**config.mk**
```make
export PLATFORM = sky130hd
export DESIGN_NAME = dcache_axi_bridge
export DESIGN_NICKNAME = d
export VERILOG_FILES = /design/src/rtl/dcache_axi_bridge.sv
export SDC_FILE = /design/constraint.sdc
export NUM_CORES = 1
export LEC_CHECK = 0
export ABC_AREA = 1
export BUFFER_PORTS_ARGS = -buffer_cell sky130_fd_sc_hd__buf_2
export CAP_MARGIN = 20
export CORE_AREA = 2 2 291 293
export DETAILED_ROUTE_END_ITERATION = 8
export DIE_AREA = 0 0 293 295
export PLACE_DENSITY = 0.6
export SLEW_MARGIN = 10
export SYNTH_ARGS = -nofsm -noshare
export SYNTH_HDL_FRONTEND = slang
export SYNTH_SLANG_ARGS = --single-unit
```
**constraint.sdc**
```tcl
create_clock -name clk -period 2.4 [get_ports clk]
set_input_delay 0.72 -clock clk [delete_from_list [all_inputs] [get_ports clk]]
set_output_delay 0.72 -clock clk [all_outputs]
set_load 0.01 [all_outputs]
```
**src/rtl/dcache_axi_bridge.sv**
```systemverilog
// Data-cache to AXI4 bridge: line refills and single-beat reads become INCR read bursts,
// dirty-line write-backs become 8-beat INCR write bursts, on independent channels.
module dcache_axi_bridge #(
    parameter int LINE_WORDS = 8,
    parameter int ADDR_W     = 32
) (
    input  logic                     clk,
    input  logic                     reset,
    input  logic                     rd_req,
    input  logic [2:0]               rd_type,
    input  logic [ADDR_W-1:0]        rd_addr,
    output logic                     rd_rdy,
    output logic                     ret_valid,
    output logic [LINE_WORDS*32-1:0] ret_data,
    input  logic                     wr_req,
    input  logic [ADDR_W-1:0]        wr_addr,
    input  logic [3:0]               wr_wstrb,
    input  logic [LINE_WORDS*32-1:0] wr_data,
    output logic                     wr_rdy,
    output logic [ADDR_W-1:0]        araddr,
    output logic [7:0]               arlen,
    output logic                     arvalid,
    input  logic                     arready,
    input  logic [31:0]              rdata,
    input  logic                     rlast,
    input  logic                     rvalid,
    output logic                     rready,
    output logic [ADDR_W-1:0]        awaddr,
    output logic                     awvalid,
    input  logic                     awready,
    output logic [31:0]              wdata,
    output logic [3:0]               wstrb,
    output logic                     wlast,
    output logic                     wvalid,
    input  logic                     wready,
    input  logic                     bvalid,
    output logic                     bready
);
    localparam int               OFF_W     = $clog2(LINE_WORDS * 4);
    localparam int               CNT_W     = $clog2(LINE_WORDS);
    localparam logic [CNT_W-1:0] LAST_BEAT = CNT_W'(LINE_WORDS - 1);
    localparam logic [7:0]       LINE_LEN  = 8'(LINE_WORDS - 1);
    localparam logic [2:0]       RD_LINE   = 3'b100;

    typedef enum logic [1:0] {R_IDLE, R_AR, R_DATA, R_DONE} r_state_t;
    typedef enum logic [1:0] {W_IDLE, W_AW, W_DATA, W_RESP} w_state_t;

    r_state_t          r_state_q, r_state_d;
    w_state_t          w_state_q, w_state_d;
    logic [ADDR_W-1:0] araddr_q;
    logic [ADDR_W-1:0] awaddr_q;
    logic [7:0]        arlen_q;
    logic [CNT_W-1:0]  rcnt_q;
    logic [CNT_W-1:0]  wcnt_q;
    logic [31:0]       rbuf_q [LINE_WORDS];
    logic [31:0]       wbuf_q [LINE_WORDS];
    logic [3:0]        wstrb_q;
    logic              hazard;
    logic              rd_accept;
    logic              wr_accept;
    logic              unused_bits;

    // A refill must not overtake a write-back of the same line, including one being accepted now.
    assign hazard = ((w_state_q != W_IDLE) &&
                     (rd_addr[ADDR_W-1:OFF_W] == awaddr_q[ADDR_W-1:OFF_W])) ||
                    ((w_state_q == W_IDLE) && wr_req &&
                     (rd_addr[ADDR_W-1:OFF_W] == wr_addr[ADDR_W-1:OFF_W]));

    assign rd_accept   = rd_rdy && rd_req;
    assign wr_accept   = wr_rdy && wr_req;
    assign unused_bits = ^{rd_addr[1:0], wr_addr[OFF_W-1:0]};

    always_ff @(posedge clk or negedge reset) begin
        if (!reset) begin
            r_state_q <= R_IDLE;
            w_state_q <= W_IDLE;
        end else begin
            r_state_q <= r_state_d;
            w_state_q <= w_state_d;
        end
    end

    always_comb begin
        r_state_d = r_state_q;
        rd_rdy    = 1'b0;
        arvalid   = 1'b0;
        rready    = 1'b0;
        ret_valid = 1'b0;
        case (r_state_q)
            R_IDLE: begin
                rd_rdy = !hazard;
                if (rd_req && !hazard) r_state_d = R_AR;
            end
            R_AR: begin
                arvalid = 1'b1;
                if (arready) r_state_d = R_DATA;
            end
            R_DATA: begin
                rready = 1'b1;
                if (rvalid && rlast) r_state_d = R_DONE;
            end
            R_DONE: begin
                ret_valid = 1'b1;
                r_state_d = R_IDLE;
            end
            default: r_state_d = R_IDLE;
        endcase
    end

    always_comb begin
        w_state_d = w_state_q;
        wr_rdy    = 1'b0;
        awvalid   = 1'b0;
        wvalid    = 1'b0;
        wlast     = 1'b0;
        bready    = 1'b0;
        case (w_state_q)
            W_IDLE: begin
                wr_rdy = 1'b1;
                if (wr_req) w_state_d = W_AW;
            end
            W_AW: begin
                awvalid = 1'b1;
                if (awready) w_state_d = W_DATA;
            end
            W_DATA: begin
                wvalid = 1'b1;
                wlast  = (wcnt_q == LAST_BEAT);
                if (wready && (wcnt_q == LAST_BEAT)) w_state_d = W_RESP;
            end
            W_RESP: begin
                bready = 1'b1;
                if (bvalid) w_state_d = W_IDLE;
            end
            default: w_state_d = W_IDLE;
        endcase
    end

    // Buffer is zeroed on accept so single-beat returns carry zeros above word 0.
    always_ff @(posedge clk or negedge reset) begin
        if (!reset) begin
            araddr_q <= '0;
            arlen_q  <= '0;
            rcnt_q   <= '0;
            for (int i = 0; i < LINE_WORDS; i++) rbuf_q[i] <= '0;
        end else if (rd_accept) begin
            if (rd_type == RD_LINE) begin
                araddr_q <= {rd_addr[ADDR_W-1:OFF_W], {OFF_W{1'b0}}};
                arlen_q  <= LINE_LEN;
            end else begin
                araddr_q <= {rd_addr[ADDR_W-1:2], 2'b00};
                arlen_q  <= '0;
            end
            rcnt_q <= '0;
            for (int i = 0; i < LINE_WORDS; i++) rbuf_q[i] <= '0;
        end else if (rready && rvalid) begin
            rbuf_q[rcnt_q] <= rdata;
            rcnt_q         <= rcnt_q + CNT_W'(1);
        end
    end

    always_ff @(posedge clk or negedge reset) begin
        if (!reset) begin
            awaddr_q <= '0;
            wstrb_q  <= '0;
            wcnt_q   <= '0;
            for (int i = 0; i < LINE_WORDS; i++) wbuf_q[i] <= '0;
        end else if (wr_accept) begin
            awaddr_q <= {wr_addr[ADDR_W-1:OFF_W], {OFF_W{1'b0}}};
            wstrb_q  <= wr_wstrb;
            wcnt_q   <= '0;
            for (int i = 0; i < LINE_WORDS; i++) wbuf_q[i] <= wr_data[i*32 +: 32];
        end else if (wvalid && wready) begin
            wcnt_q <= wcnt_q + CNT_W'(1);
        end
    end

    generate
        for (genvar gi = 0; gi < LINE_WORDS; gi++) begin : g_ret
            assign ret_data[gi*32 +: 32] = rbuf_q[gi];
        end
    endgenerate

    assign araddr = araddr_q;
    assign arlen  = arlen_q;
    assign awaddr = awaddr_q;
    assign wdata  = wbuf_q[wcnt_q];
    assign wstrb  = wstrb_q;

endmodule

```
Word-level counts from Yosys, hierarchy flattened

Index checks and enable logic that the tools add are counted.

Logic and storage cells: 100
Output and inout port bits: 373
Bits in registers: 593

Reduce and logical (&&, ||, !) cells: 20
Add/subtract/negate cells: 2
Order comparisons: 3
Bitwise gates (word level): 2
Eq/ne operators: 17
Muxes and demuxes: 32

Operator list:

| kind                                                       | count |
|---|---|
| 2-to-1 mux 256 bit                                         | 2 |
| bitwise mux 256 bit                                        | 1 |
| binary-select mux 32 bit (select 3 bit)                    | 1 |
| demux 32 bit (select 3 bit)                                | 1 |
| 2-to-1 mux 32 bit                                          | 3 |
| == test 27 bit                                             | 2 |
| case mux 2 bit (4 select lines)                            | 2 |
| 2-to-1 mux 3 bit                                           | 5 |
| 2-to-1 mux 2 bit                                           | 7 |
| inequality test 2 bit, second input constant               | 7 |
| logical AND 1 bit                                          | 11 |
| 2-to-1 mux 1 bit                                           | 9 |
| == test 2 bit, second input constant                       | 4 |
| greater-or-equal comparator 4 bit, second input constant   | 2 |
| inverter 3 -> 4 bit                                        | 2 |
| adder 3 x 1 -> 3 bit, second input constant                | 2 |
| == test 3 bit, second input constant                       | 2 |
| nonzero test 2 bit                                         | 3 |
| 2-to-1 mux 5 bit                                           | 1 |
| == test 2 x 1 -> 1 bit, second input constant              | 2 |
| logical NOT 2 bit                                          | 2 |
| less-than comparator 4 x 1 -> 1 bit, second input constant | 1 |
| AND reduction 4 bit                                        | 1 |
| AND reduction 3 bit                                        | 1 |
| 2 further kinds                                            | 2 |

Longest topological paths before layout

Gate-level depths: netlist of the first run.

Depth in word-level cells: 8
Depth in mapped cells: 16

Least setup slack after synthesis of the first run

OpenSTA, ideal clock, no wires.

Kind: register to output
Start point: register w_state_q[0]
End point: output rd_rdy
Cell stages (with the launch flop): 12
Slack: 0.119 ns
Data arrival time: 1.561 ns
Path through: dfrtp_1 > inv_1 > ha_1 > nand2_1 > nand3b_1 > nor2_1 > nand2_1 > nor2_1 > nand2_1 > and2_1 > nand2_1 > inv_1

Cells in the longest elaborated chain, start to end: 6
Elaborated cells between the ends (all ways): 8

RTL lines:

| what                            | line | source |
|---|---|---|
| start: declaration              | 49   | `w_state_t w_state_q, w_state_d;` |
| start signal: assignment        | 79   | `w_state_q <= w_state_d;` |
| logical NOT 2 bit               | 66   | `((w_state_q == W_IDLE) && wr_req &&` |
| logical AND 1 bit (2 in series) | 66   |  |
| logical OR 1 bit (*)            | 65   | `(rd_addr[ADDR_W-1:OFF_W] == awaddr_q[ADDR_W-1:OFF_W])) \|\|` |
| logical NOT 1 bit (*)           | 91   | `rd_rdy = !hazard;` |
| 2-to-1 mux 1 bit (*)            | 89   | `case (r_state_q)` |
| end: declaration                | 12   | `output logic rd_rdy,` |

Mark *: on every way between the ends. The rest lies on a longest branch, timed or not.

Final worst setup path of the first run

Start point: register wcnt_q[0]
End point: output wdata[6]

Cells in the longest elaborated chain, start to end: 4

RTL lines:

| what                                                  | line | source |
|---|---|---|
| start: declaration                                    | 54   | `logic [CNT_W-1:0] wcnt_q;` |
| start signal: assignment                              | 174  | `wcnt_q <= wcnt_q + CNT_W'(1);` |
| inverter 3 -> 4 bit (not written as such)             | 187  | `assign wdata = wbuf_q[wcnt_q];` |
| binary-select mux 32 bit (select 3 bit)               | 187  |  |
| 2-to-1 mux 32 bit (not written as such) (2 in series) | 187  |  |
| end: declaration                                      | 31   | `output logic [31:0] wdata,` |

No other way between the ends. The select of a mux whose other input is x is not followed.

==> run_results.csv, run 1 <==
group,metric,value,unit
critical_path,critPathKind,"flop to primary output",
power_and_ir_drop,ir_drop,0.000864,V
timing,min_period,2.96,ns
route,antenna_left,0,
cts,cts_made_buffers,68,
global_routing,grt_pass1_wl,135000,µm
die,initial_utilization,31.7,%
place,port_buffers,722,
place,globalplace.congestion,0.901,
layout,multiInputGateArea,10700,µm²
synth,ys_ff_latch,584,
synth,synth_edf_count,0,
route,wl_per_cell,19.9,µm
synth,synth_cell_types,32,
timing,tightest_slew,0.628,ns
synth,synth_area_per_cell,9.74,µm²
global_routing,gr-total-overflow,0,
die,core,83200,µm²
timing,setup_slack,-0.559,ns
timing,hold_viol_final,0,
status,violations,"negative setup slack",
timing,slew_viol_final,0,
route,routed_wl,92000,µm
layout,fillers,8214,
route,dr.first_iter.drc_count,1166,
power_and_ir_drop,leakagePower,17.2,nW
cts,clockBufferDepth,3,
synth,synth_top_area_share,55.4,%
cts,clk_latency,0.62,ns
timing,rsz0062_at_grt,"yes",
place,place_area,32100,µm²
layout,drive_above_1_share,42.4,%
job,maxCapViolations,0,
synth,synth_async_sr_flop_share,100,%
route,via_per_inst,4.82,
timing,relSlewSlack,58.1,%
cts,clkTransAtPathRegs,0.06,ns
layout,final_core_util,42.2,%
cts,cts_tree,"yes",
synth,ys_warn_count,0,
synth,synthFlopType,"dfrtp_1",
critical_path,end_kind,"primary output",
timing,skew,0.0356,ns
route,dr.pass1.iters,4,
critical_path,cp-start-kind,"flop",
critical_path,cp.required,1.68,ns
layout,postLayoutCellArea,35100,µm²
layout,nets,3869,
timing,fin_crit_sh,123,%
global_routing,antenna_found_initial,27,
power_and_ir_drop,power.total,42.6,mW
status,status,"complete, but fails checks",
global_routing,grt_start_max_net_pins,90,
route,route.vias.total,22300,
synth,synth_top_cell_by_area,"dfrtp_1",
cts,cts_sinks,584,
synth,synth_seq_area_share,55.4,%
power_and_ir_drop,powerDensity,1210,nW/µm²
min_path,hp-class,"primary input to asynchronous set/reset pin",
die,ios,742,
layout,regArea,14600,µm²
cts,cts-root-buf,"clkbuf_16",
cts,cts-htree-levels,3,
die,dieArea,86400,µm²
die,die_h,295,µm
global_routing,grt_pass1_vias,21900,
place,dp_hpwl,66400,µm
synth,synth_area_leaders,"dfrtp_1 55%, mux2_2 11%, nand2_1 7.0%, a21oi_1 5.0%, or2_2 4.2%",
critical_path,critPathArrivalTime,2.24,ns
synth,synth.cell_area,26400,µm²
timing,fmax,338,MHz
route,drcViolationCount,0,
critical_path,cp_max_fo,18,
place,place_inst,4477,
layout,post_layout_nonfiller_instances,4629,
synth,postSynthCellCount,2708,
die,die_x,293,µm
timing,setup_viol,34,
die,row_count,106,
layout,syn_to_final_growth,33.1,%
global_routing,grt_usage,20.4,%
## metrics by stage
stage	worst slack [ns]	hold WS (ns)	setup TNS (ns)
4_1_cts	-0.578	0.0388	-16.90
6_report	-0.559	0.0604	-15.21
3_5_place_dp	-0.302	0.454	-0.423
5_1_grt	-0.664	0.0628	-18.69
2_1_floorplan	0.119	0.424	0
3_3_place_gp	-0.307	0.450	-1.04
## critical path, stage by stage, from the launching register on
cell and delay (ns):
dfrtp_4 0.54, buf_12 0.18, buf_12 0.15, o21ai_1 0.13, o22ai_1 0.08, nor2_1 0.19
a31oi_1 0.09, buf_4 0.15, buf_2 0.13
## registers in the layout, indices dropped and copies added (netlist names)
name,count
awaddr,27
wstrb,4
arlen,1
rcnt_q,3
r_state_q,2
ret_data,256
wcnt_q,3
wbuf_q,256
araddr,30
w_state_q,2
## power breakdown
group	leakage [nW]	internal, mW	total [mW]	switching [mW]
combinational	8.69	7.64	16.6	8.94
sequential	7.44	13.2	15.4	2.13
clock	1.10	6.22	10.6	4.39
total	17.2	27.1	42.6	15.5
## worst paths after layout
path / slack, ns / start / end / cells after the start
setup / recovery: -0.56 / wcnt_q[0]$_DFFE_PN0P_ / wdata[6] / 8
max in group asynchronous: 1.37 / reset / ret_data[7]$_DFFE_PN0P_ / 2
hold / removal: 0.06 / reset / ret_data[202]$_DFFE_PN0P_ / 1
hold reg to reg: 0.47 / araddr[25]$_DFFE_PN0N_ / araddr[25]$_DFFE_PN0N_ / 2
setup reg to reg: 0.21 / w_state_q[1]$_DFFE_PN0P_ / ret_data[184]$_DFFE_PN0P_ / 15
min in group clk: 0.33 / wr_data[153] / wbuf_q[121]$_DFFE_PN0P_ / 2
## Yosys cell counts, drive strengths merged (21+ instances only)
library cell / n
buf: 84
clkbuf: 107
o22ai: 33
or2: 194
inv: 120
a21oi: 266
a31oi: 32
xnor2: 21
nor2: 260
mux2: 267
dfrtp: 584
nand2: 490
nand4: 41
o21ai: 181
## what timing repair did
item / 4_1_cts / 5_1_grt
resized for setup: 75 / 76
hold buffers: 0 / 0
cloned: 1 / 6
endpoints found under the hold margin: 0 / 0
endpoints found under the setup margin: 34 / 36
pin swaps: 11 / 30
setup buffers: 9 / 6
## final cells by class
| class | instances | area share, % |
|---|---|---|
| sequential | 584 | 41.7 |
| multi-input combinational | 1824 | 30.5 |
| timing repair buffer | 890 | 16.0 |
| clock buffer | 94 | 5.50 |
| tap | 1080 | 3.85 |
| inverter | 120 | 1.34 |
| clock inverter | 23 | 0.977 |
| antenna | 14 | 0.0998 |
## metal layers
layer,vias up,track usage (%),routed length (µm)
li1,10500,-,-
met1,10800,25.5,37400
met2,816,33.7,44200
met3,164,5.59,7510
met4,18,7.48,2820
met5,-,0,98
## cell families (layout without fill, tap and decap cells)
family	count (synthesis)	after routing	synth area share, %
xor gates and xnor gates	24	24	0.797
DFF	584	584	55.4
and+or+nand+nor	996	996	16.6
buffers and inverters	311	1127	5.13
muxes	267	267	11.4
AOI/OAI and AO/OA	513	513	10.1
other	1	26	0.0142
adders and majority gates	12	12	0.569
## layout by cell type, fill, tap and decap left out, types with 8 or more instances in the layout
| master | Yosys | routed |
|---|---|---|
| nand2_1 | 490 | 488 |
| clkinv_2 | 0 | 8 |
| o22ai_2 | 0 | 15 |
| buf_6 | 6 | 17 |
| o21ai_1 | 0 | 34 |
| buf_12 | 0 | 40 |
| o21ai_2 | 0 | 8 |
| buf_2 | 52 | 717 |
| diode_2 | 0 | 14 |
| clkbuf_8 | 0 | 11 |
| nor2_1 | 259 | 247 |
| conb_1 | 1 | 12 |
| clkbuf_16 | 0 | 74 |
| or2_1 | 16 | 16 |
| a31oi_1 | 32 | 31 |
| clkbuf_1 | 107 | 14 |
| o22ai_1 | 33 | 17 |
| nand4_1 | 38 | 38 |
| dfrtp_1 | 584 | 582 |
| mux2_2 | 267 | 267 |
| o21ai_0 | 181 | 138 |
| xnor2_1 | 21 | 20 |
| or2_2 | 177 | 177 |
| inv_1 | 117 | 111 |
| a21oi_1 | 266 | 266 |
| buf_4 | 19 | 102 |
(Power assumes the default switching activity.)
==> run 2, diff against run 1 <==
--- a/config.mk
+++ b/config.mk
@@ -5,12 +5,11 @@
 export SDC_FILE = /design/constraint.sdc
 export NUM_CORES = 1
 export LEC_CHECK = 0
-export ABC_AREA = 1
-export BUFFER_PORTS_ARGS = -buffer_cell sky130_fd_sc_hd__buf_2
+export BUFFER_PORTS_ARGS = -buffer_cell sky130_fd_sc_hd__buf_4
 export CAP_MARGIN = 20
-export CORE_AREA = 2 2 291 293
+export CORE_AREA = 2 2 287 289
 export DETAILED_ROUTE_END_ITERATION = 8
-export DIE_AREA = 0 0 293 295
+export DIE_AREA = 0 0 289 291
 export PLACE_DENSITY = 0.6
 export SLEW_MARGIN = 10
 export SYNTH_ARGS = -nofsm -noshare
==> run 2 against run 1 <==
Net effect:
- the flow still finishes with violations (negative setup slack)
- critical path type unchanged
- critical path depth grew 2
- clock skew shrank 0.010 ns
- register-to-register slack lost 0.54 ns
- setup slack lost 0.26 ns
- combinational power rose by 17%
- global-route usage rose by 2.2 points
- core utilization up 5.3 points
- maximum frequency down 8.0%
- clock power hardly changed
- count of clock-buffer cells in the layout up 1
==> run_results.csv, run 2 <==
group,metric,value,unit
status,status,"complete, but fails checks",
status,violations,"negative setup slack",
layout,multiInputGateArea,11200,µm²
synth,synth.cell_area,25500,µm²
power_and_ir_drop,power.total,45.4,mW
die,dieArea,84100,µm²
die,die_x,289,µm
route,wl_per_cell,21.1,µm
critical_path,r2r-end,"araddr[30]$_DFFE_PN0N_",
power_and_ir_drop,leakagePower,18.7,nW
route,routed_wl,98700,µm
timing,setup_slack,-0.816,ns
critical_path,reg2reg_depth,13,
critical_path,crit_slowest_cell,"dfrtp_1",
critical_path,cp_max_fo,3,
timing,min_period,3.22,ns
route,drcViolationCount,0,
min_path,min_to,"wbuf_q[79]$_DFFE_PN0P_",
critical_path,critPathArrivalTime,2.50,ns
power_and_ir_drop,pwr-share-comb,43.0,%
min_path,min_delay_path_depth,3,
layout,mostFrequentLayoutCell,"nand2_1",
global_routing,grt_pass1_vias,22800,
synth,synth_area_per_cell,9.38,µm²
die,initial_utilization,31.5,%
cts,clk_latency,0.62,ns
place,place_ws,-0.671,ns
cts,cts_tree,"yes",
layout,postLayoutCellArea,38600,µm²
cts,cts-htree-levels,3,
critical_path,cp.required,1.68,ns
place,globalplace.congestion,0.862,
critical_path,cp_slowest_stage_delay,0.39,ns
min_path,min_from,"wr_data[175]",
place,place_area,33100,µm²
die,die_h,291,µm
die,row_count,105,
critical_path,worstPathCellList,"inv_2 -> ha_4 -> and2_4 -> nand4_1 -> nor4_2 -> buf_4 -> nand4_1 -> nand2b_1 -> nor2_2 -> buf_4",
synth,synth_area_leaders,"dfrtp_1 57%, nand2_1 20%, mux4_2 5.6%, a21oi_1 4.9%, mux2_2 2.1%",
timing,fmax,311,MHz
timing,rsz0062_at_grt,"yes",
power_and_ir_drop,p_clk_share,23.1,%
power_and_ir_drop,ir_drop,0.000605,V
critical_path,regToRegStartpoint,"w_state_q[0]$_DFFE_PN0P_",
global_routing,grt_start_max_net_pins,204,
critical_path,critPathKind,"flop to primary output",
synth,ys_ff_latch,584,
place,dp_hpwl,66500,µm
power_and_ir_drop,switching_share,35.1,%
route,antenna_left,0,
synth,synth_edf_count,0,
die,ios,742,
cts,clkTransAtPathRegs,0.06,ns
timing,fin_crit_sh,134,%
route,via_per_inst,4.87,
synth,synth.most_common_cell,"nand2_1",
min_path,hp-class,"primary input to flop",
power_and_ir_drop,seqPwrFrac,33.9,%
cts,cts-root-buf,"clkbuf_16",
synth,ys_warn_count,0,
synth,postSynthCellCount,2722,
synth,synth_common_cells,"1387 x nand2_1, 584 x dfrtp_1, 251 x a21oi_1",
timing,relSlewSlack,61.0,%
global_routing,grt_usage,22.5,%
job,maxCapViolations,0,
die,core,81200,µm²
synth,synth_seq_area_share,57.2,%
layout,drive_above_1_share,41.2,%
route,route.vias.total,22800,
synth,synth_async_sr_flop_share,100,%
route,dr.first_iter.drc_count,1561,
global_routing,grt_pass1_wl,144000,µm
cts,cts_sinks,584,
cts,clockBufferDepth,3,
synth,synth_cell_types,39,
power_and_ir_drop,power_switching,15.9,mW
synth,synth_top_cell_by_area,"dfrtp_1",
critical_path,cp-start-kind,"flop",
timing,hold_viol_final,0,
critical_path,reg2reg_setup_slack,-0.33,ns
cts,cts_made_buffers,67,
timing,skew,0.0253,ns
global_routing,antenna_found_initial,5,
synth,synthFlopType,"dfrtp_1",
layout,nets,3935,
layout,syn_to_final_growth,51.1,%
timing,tightest_slew,0.584,ns
power_and_ir_drop,p_int,29.4,mW
timing,setup_viol,324,
global_routing,gr-total-overflow,0,
layout,most-common-layout-cells,"1386 x nand2_1, 807 x buf_4, 581 x dfrtp_1, 227 x a21oi_2, 75 x clkbuf_16",
layout,regArea,14600,µm²
route,dr.pass1.iters,7,
place,port_buffers,722,
synth,synth_top_area_share,57.2,%
power_and_ir_drop,powerDensity,1170,nW/µm²
critical_path,end_kind,"primary output",
layout,fillers,7577,
timing,slew_viol_final,0,
[run 2: changes by cell type after synthesis, moves of 31 or more]
cell / before / now
nand2_1: 490 / 1387
nor2_1: 259 / 11
mux2_2: 267 / 47
o21ai_0: 181 / 1
or2_2: 177 / 4
inv_1: 117 / 11
mux4_2: 0 / 64
buf_2: 52 / 6
o22ai_1: 33 / 0
a31oi_1: 32 / 1
[run 2: per-layer routing]
metal	track usage [%]	part of all wire, %
met2	36.6	48
met3	5.51	8.6
met4	7.88	3.4
met1	29.2	40
met5	0	0.047
[run 2: cell type report]
cell class / count / share of cell area, %
flip-flops and latches: 584 / 37.9
multi-input cells: 1921 / 29.1
repair buffers: 969 / 23.6
clock buffers: 95 / 5.09
well taps: 1070 / 3.47
clock inverters: 23 / 0.762
inverters: 11 / 0.107
diodes: 1 / 0.00648
[run 2: worst max path at each step]
stage	startpoint	end	slack (ns)	depth (start not counted)
2_1_floorplan	wcnt_q[0]$_DFFE_PN0P_	wdata[0]	-0.04	4
3_3_place_gp	rd_addr[27]	rd_rdy	-0.67	9
3_5_place_dp	rd_addr[27]	rd_rdy	-0.67	9
4_1_cts	awaddr[20]$_DFFE_PN0P_	rd_rdy	-0.80	8
5_1_grt	awaddr[20]$_DFFE_PN0P_	rd_rdy	-0.90	8
6_report	w_state_q[0]$_DFFE_PN0P_	rd_rdy	-0.82	10
[run 2: repair_timing]
item,4_1_cts,5_1_grt
setup endpoints to repair,326,331
hold buffers,1,0
setup buffers,71,19
hold endpoints to repair,16,0
pin swaps,0,4
cloned,41,8
gates resized for setup,328,163
[run 2: cell families (layout without fill, tap and decap cells)]
group	after synthesis	in the layout	share of synthesized area [%]
AO/OA/AOI/OAI	268	268	5.48
flip-flops	584	584	57.2
other	1	13	0.0147
XOR/XNOR	57	57	1.95
AND/OR/NAND/NOR	1445	1445	21.7
multiplexers	127	127	8.58
adder cells (fa/ha/maj)	12	12	0.588
buffers and inverters	228	1098	4.47
[run 2: per-stage QoR]
step                instances  utilization [%]  TNS (ns)  hold WS, ns
floorplan                2733                -     -1.26        0.424
global placement         4476             40.8   -162.29        0.453
detailed placement       4476             40.8   -165.07        0.457
CTS                      4670             46.8   -202.78        0.245
global route             4674             47.5   -102.55        0.265
finish                   4674             47.5    -77.44        0.286
[run 2: power by group through the flow]
stage / logic [mW] / registers [mW] / clock network, mW
final: 19.5 / 15.4 / 10.5
after global routing: 21.0 / 15.7 / 11.1
after CTS: 19.0 / 15.3 / 10.7
after detailed placement: 15.5 / 15.5 / 0
after global placement: 15.3 / 15.4 / 0
after floorplan: 8.07 / 15.4 / 0
[run 2: critical path, delay by kind of cell, from the launching register on]
| kind | cells | cell delay, ns |
|---|---|---|
| flops | 1 | 0.39 |
| simple gates | 6 | 0.96 |
| fa+ha+maj | 1 | 0.15 |
| buf+inv | 3 | 0.40 |
